--- config.mk ---
export PLATFORM = sky130hd
export DESIGN_NAME = dct_quant_packer
export DESIGN_NICKNAME = d
export VERILOG_FILES = /design/src/rtl/dct_quant_packer.sv
export SDC_FILE = /design/constraint.sdc
export NUM_CORES = 1
export LEC_CHECK = 0
export CAP_MARGIN = 20
export CORE_MARGIN = 2
export CORE_UTILIZATION = 50
export CTS_CLUSTER_SIZE = 8
export DETAILED_ROUTE_END_ITERATION = 10
export HOLD_SLACK_MARGIN = 0.05
export PLACE_DENSITY = 0.72
export RECOVER_POWER = 50
export SYNTH_ARGS = -nofsm -noshare
export SYNTH_HDL_FRONTEND = slang
export SYNTH_SLANG_ARGS = --single-unit
--- constraint.sdc ---
create_clock -name gated_clk -period 7.1 [get_ports gated_clk]
set_input_delay 1.065 -clock gated_clk [delete_from_list [all_inputs] [get_ports gated_clk]]
set_output_delay 1.065 -clock gated_clk [all_outputs]
set_load 0.02 [all_outputs]
--- src/rtl/dct_quant_packer.sv ---
// dct_quant_packer: quantizes 8-coefficient DCT blocks by a per-position rounding
// right shift, saturates to q_width and drains them through a ping-pong buffer.
module dct_quant_packer #(
  parameter int bit_width = 16,
  parameter int q_width   = 8
) (
  input  logic                        gated_clk,
  input  logic                        rst,
  input  logic                        in_valid,
  input  logic signed [bit_width-1:0] in_data,
  input  logic [23:0]                 qshift_cfg,
  output logic                        out_valid,
  input  logic                        out_ready,
  output logic signed [q_width-1:0]   out_data,
  output logic [2:0]                  out_idx,
  output logic                        out_last,
  output logic                        overflow,
  output logic [7:0]                  sat_count
);

  localparam int q_max = 2 ** (q_width - 1) - 1;
  localparam int q_min = -(2 ** (q_width - 1));

  // Word address is {bank, position}.
  logic [q_width-1:0] mem [16];
  logic [1:0]         full;
  logic [2:0]         wr_idx;
  logic [2:0]         rd_idx;
  logic               wr_bank;
  logic               rd_bank;
  logic               drop;
  logic [23:0]        cfg_lat;

  logic [23:0]          cfg_eff;
  logic [2:0]           shift;
  logic signed [bit_width:0] ext;
  logic signed [bit_width:0] rnd;
  logic signed [bit_width:0] sum;
  logic signed [bit_width:0] q;
  logic [q_width-1:0]   q_sat;
  logic                 clamped;
  logic                 xfer;
  logic                 rd_free;
  logic                 tgt_busy;
  logic                 drop_now;
  logic                 wr_en;

  // Quantize the incoming coefficient and decide whether this sample is kept.
  always_comb begin
    // Position 0 uses the live config; the rest of the block uses the latched copy.
    cfg_eff = (wr_idx == 3'd0) ? qshift_cfg : cfg_lat;
    shift   = cfg_eff[3*wr_idx +: 3];
    ext     = {in_data[bit_width-1], in_data};
    rnd     = '0;
    if (shift != 3'd0) rnd = (bit_width + 1)'(1) << (shift - 3'd1);
    sum     = ext + rnd;
    q       = sum >>> shift;
    clamped = 1'b0;
    q_sat   = q[q_width-1:0];
    if (int'(q) > q_max) begin
      q_sat   = q_width'(q_max);
      clamped = 1'b1;
    end else if (int'(q) < q_min) begin
      q_sat   = q_width'(q_min);
      clamped = 1'b1;
    end
    xfer     = out_valid && out_ready;
    rd_free  = xfer && (rd_idx == 3'd7);
    // A bank being freed by the reader this cycle counts as available.
    tgt_busy = full[wr_bank] && !(rd_free && (rd_bank == wr_bank));
    drop_now = (wr_idx == 3'd0) ? tgt_busy : drop;
    wr_en    = in_valid && !drop_now;
  end

  assign out_valid = full[rd_bank];
  assign out_data  = mem[{rd_bank, rd_idx}];
  assign out_idx   = rd_idx;
  assign out_last  = out_valid && (rd_idx == 3'd7);

  // Write-side fill, drop tracking and read-side drain.
  always_ff @(posedge gated_clk) begin
    if (rst) begin
      for (int i = 0; i < 16; i++) mem[i] <= '0;
      full      <= '0;
      wr_idx    <= '0;
      rd_idx    <= '0;
      wr_bank   <= 1'b0;
      rd_bank   <= 1'b0;
      drop      <= 1'b0;
      cfg_lat   <= '0;
      overflow  <= 1'b0;
      sat_count <= '0;
    end else begin
      if (in_valid) begin
        wr_idx <= wr_idx + 3'd1;
        if (wr_idx == 3'd0) begin
          cfg_lat <= qshift_cfg;
          drop    <= tgt_busy;
          if (tgt_busy) overflow <= 1'b1;
        end else if (wr_idx == 3'd7) begin
          drop <= 1'b0;
        end
        if (wr_en) begin
          mem[{wr_bank, wr_idx}] <= q_sat;
          if (clamped && (sat_count != 8'hff)) sat_count <= sat_count + 8'd1;
          if (wr_idx == 3'd7) begin
            full[wr_bank] <= 1'b1;
            wr_bank       <= ~wr_bank;
          end
        end
      end
      // The writer never targets a full bank, so these full bits never collide.
      if (xfer) begin
        rd_idx <= rd_idx + 3'd1;
        if (rd_idx == 3'd7) begin
          full[rd_bank] <= 1'b0;
          rd_bank       <= ~rd_bank;
        end
      end
    end
  end

endmodule

==> impl_metrics.sql <==
INSERT INTO impl_metrics (metric_group, metric, value, unit) VALUES
('critical_path', 'cp_max_fo', '10', ''),
('run_status', 'run_status', 'finished, violations left', ''),
('placement', 'dp_slack', '0.128', 'ns'),
('detailed_routing', 'detail_route.wl_per_cell', '19.0', 'um'),
('yosys', 'synth_warnings', '0', ''),
('critical_path', 'timing.rr.start', 'wr_idx[0]$_SDFFE_PP0P_', ''),
('yosys', 'synth_top_cells_by_area', 'sky130_fd_sc_hd__edfxtp_1 (41%), sky130_fd_sc_hd__mux4_2 (11%), sky130_fd_sc_hd__dfxtp_1 (9.3%), sky130_fd_sc_hd__nor2_1 (5.8%), sky130_fd_sc_hd__nand2_1 (3.8%)', ''),
('power_and_ir_drop', 'power_density', '246', 'nW/um2'),
('critical_path', 'crit_path_kind', 'in2reg', ''),
('min_path', 'hold_path_end', 'overflow$_SDFFE_PP0P_', ''),
('critical_path', 'crit_arrival', '6.90', 'ns'),
('global_route', 'gr-usage-all-layers', '22.7', '%'),
('clock_tree', 'cts.hold.buffers_added', '0', ''),
('timing', 'final-setup-viol-count', '0', ''),
('yosys', 'primary_flip_flop_cell_chosen_by_synthesis_mapping', 'sky130_fd_sc_hd__edfxtp_1', ''),
('timing', 'setup_tns', '0', 'ns'),
('floorplan', 'fp.dieArea', '20100', 'um2'),
('clock_tree', 'cts-htree-levels', '4', ''),
('yosys', 'synth_seq_area_share', '49.8', '%'),
('clock_tree', 'cts_root_buffer', 'sky130_fd_sc_hd__clkbuf_16', ''),
('clock_tree', 'cts_tree', 'done', ''),
('clock_tree', 'cts_max_path_buffers', '2', ''),
('flow_run', 'cap_violations', '2', ''),
('timing', 'clock.fmax', '0.152', 'GHz'),
('finish', 'postLayoutCoreUtil', '58.1', '%'),
('critical_path', 'cp_data_required_time', '7.44', 'ns'),
('floorplan', 'coreArea', '18600', 'um2'),
('finish', 'layout-drive-gt1-share', '14.9', '%'),
('power_and_ir_drop', 'totalPowerFinal', '2.67', 'mW'),
('yosys', 'async_flop_share', '0', '%'),
('yosys', 'synth_edf_count', '128', ''),
('detailed_routing', 'num_vias', '6911', ''),
('clock_tree', 'clk_pin_slew', '0.06', 'ns'),
('critical_path', 'reg2reg_to', 'sat_count[3]$_SDFFE_PP0P_', ''),
('placement', 'dpl.hpwl', '15500', 'um'),
('timing', 'final_hold_violation_count', '0', ''),
('detailed_routing', 'routed_wirelength', '22000', 'um'),
('yosys', 'avgSynthCellArea', '10.8', 'um2'),
('timing', 'final.period_utilization', '92.4', '%'),
('clock_tree', 'clock_sink_count', '172', ''),
('floorplan', 'ioPinCount', '66', ''),
('min_path', 'hold-path-cell-count', '2', ''),
('timing', 'grt_setup_unrepaired', 'false', ''),
('detailed_routing', 'remaining_drc_errors', '0', ''),
('global_route', 'grt_start_max_net_pins', '62', ''),
('yosys', 'flops_latches_synth', '172', ''),
('floorplan', 'rows', '50', ''),
('placement', 'place_congestion', '0.948', ''),
('run_status', 'violated_checks', 'max-capacitance violations, max-slew violations', ''),
('timing', 'worst_hold_slack', '0.453', 'ns'),
('finish', 'final_antenna_diode_count', '0', ''),
('critical_path', 'worst-r2r-setup-slack', '0.57', 'ns'),
('yosys', 'netlist_area', '9490', 'um2'),
('power_and_ir_drop', 'p_leak', '3.99', 'nW'),
('detailed_routing', 'drt_iter0_markers', '736', ''),
('timing', 'final_max_slew_viol_count', '69', ''),
('floorplan', 'initial_utilization', '50.9', '%'),
('timing', 'worst_slew_margin_rel', '-87.8', '%'),
('finish', 'final_nets', '973', ''),
('yosys', 'syn-num-nets', '940', ''),
('placement', 'io_buffers', '65', ''),
('timing', 'worst-slew-pin-transition', '2.82', 'ns'),
('timing', 'final.setup.worst_slack', '0.539', 'ns'),
('yosys', 'yosys_top_cell_area_share', '40.5', '%'),
('global_route', 'grt_antenna_before_repair', '0', ''),
('global_route', 'vias_in_the_first_global_route', '6648', ''),
('timing', 'fin_skew', '0.00842', 'ns'),
('detailed_routing', 'drt-vias-per-instance', '5.97', ''),
('finish', 'area_growth_syn_to_layout', '14.2', '%'),
('yosys', 'post_synth_inst_count', '878', ''),
('critical_path', 'critPathCaptureType', 'flip-flop', '');
[Yosys cell counts, types with 9 or more instances]
cell,instances
sky130_fd_sc_hd__a21oi_1,46
sky130_fd_sc_hd__and2_1,9
sky130_fd_sc_hd__buf_2,15
sky130_fd_sc_hd__clkbuf_1,45
sky130_fd_sc_hd__dfxtp_1,44
sky130_fd_sc_hd__edfxtp_1,128
sky130_fd_sc_hd__ha_1,17
sky130_fd_sc_hd__inv_1,11
sky130_fd_sc_hd__mux2i_1,12
sky130_fd_sc_hd__mux4_2,47
sky130_fd_sc_hd__nand2_1,95
sky130_fd_sc_hd__nand2b_1,21
sky130_fd_sc_hd__nand3_1,25
sky130_fd_sc_hd__nor2_1,146
sky130_fd_sc_hd__nor2b_1,22
sky130_fd_sc_hd__nor3_1,11
sky130_fd_sc_hd__o21ai_0,29
sky130_fd_sc_hd__or2_2,16
[power breakdown]
group	switching (mW)	internal [mW]	leakage, nW
Sequential	0.0180	1.12	1.68
Clock	0.393	0.483	0.265
Combinational	0.402	0.252	2.04
[state kept, by name, indices dropped and copies added, names as in the netlist]
name and flops:
mem 128, cfg_lat 24, sat_count 8, out_idx 3
wr_idx 3, full 2, drop 1, overflow 1
rd_bank 1, wr_bank 1
[metal layers]
metal	share of wire (%)	global-route usage (%)
met5	0	0
met4	1.1	5.84
met3	5.9	3.81
met2	49	37.7
met1	44	31.4
[metrics by stage]
| step | instances | instance area [um2] |
|---|---|---|
| 4_1_cts | 1158 | 10800 |
| 6_report | 1158 | 10800 |
| 5_1_grt | 1158 | 10800 |
| 3_5_place_dp | 1126 | 10300 |
| 3_3_place_gp | 1126 | 10300 |
| 2_1_floorplan | 878 | 9490 |
[critical path, stage by stage]
cell and delay [ns]:
sky130_fd_sc_hd__clkdlybuf4s50_1 0.42, sky130_fd_sc_hd__mux4_2 0.50, sky130_fd_sc_hd__a221oi_2 0.33, sky130_fd_sc_hd__nand2_1 0.19
sky130_fd_sc_hd__inv_1 0.10, sky130_fd_sc_hd__ha_1 0.26, sky130_fd_sc_hd__nand2b_1 0.12, sky130_fd_sc_hd__nand2b_1 0.13
sky130_fd_sc_hd__nor2_1 0.05, sky130_fd_sc_hd__ha_1 0.23, sky130_fd_sc_hd__fa_1 0.41, sky130_fd_sc_hd__a21o_1 0.20
sky130_fd_sc_hd__a221oi_2 0.45, sky130_fd_sc_hd__o22ai_1 0.20, sky130_fd_sc_hd__xor2_1 0.42, sky130_fd_sc_hd__o22ai_1 0.16
sky130_fd_sc_hd__a32oi_1 0.25, sky130_fd_sc_hd__nor4_2 0.11, sky130_fd_sc_hd__o32ai_4 0.50, sky130_fd_sc_hd__a22oi_4 0.24
sky130_fd_sc_hd__or3_1 0.39, sky130_fd_sc_hd__a21oi_1 0.18
[layout by cell type, fill, tap and decap left out, drive strengths merged, types with 20 or more instances in the layout]
cell           synthesis  routed
nor2                 146     146
edfxtp               128     128
nand2                 95      95
clkdlybuf4s50          0      51
mux4                  47      47
a21oi                 47      47
dfxtp                 44      44
o21ai                 29      29
nand3                 25      25
nor2b                 22      22
nand2b                21      21
clkbuf                45      20
[how the worst max path moves through the flow]
stage,to,start
3_3_place_gp,sat_count[7]$_SDFFE_PP0P_,qshift_cfg[0]
5_1_grt,mem[7][0]$_SDFFCE_PN0P_,qshift_cfg[0]
3_5_place_dp,sat_count[7]$_SDFFE_PP0P_,qshift_cfg[0]
4_1_cts,sat_count[7]$_SDFFE_PP0P_,wr_idx[0]$_SDFFE_PP0P_
2_1_floorplan,mem[1][5]$_SDFFCE_PN0P_,wr_idx[1]$_SDFFE_PP0P_
6_report,sat_count[3]$_SDFFE_PP0P_,qshift_cfg[7]
[final cells by class]
cell class,count,area [um2]
fill,1542,7810
sequential,172,4730
multi-input combinational,624,4440
timing repair buffer,84,781
clock buffer,18,429
tap,234,293
clock inverter,14,123
inverter,12,45.0
[repair_timing]
action,4_1_cts,5_1_grt
buffers inserted,0,0
setup endpoints to repair,0,120
resized for setup,0,3
[cells by family (layout without fill, tap and decap cells)]
logic type | Yosys count | count (layout) | share of synthesized area [%]
compound gates | 147 | 147 | 11.1
xor+xnor | 15 | 15 | 1.38
fa+ha+maj | 18 | 18 | 2.45
buf+inv | 82 | 128 | 3.64
flops | 172 | 172 | 49.8
mux | 67 | 67 | 13.4
simple gates | 377 | 377 | 18.2
No activity file was read; power rests on OpenSTA's default activity.
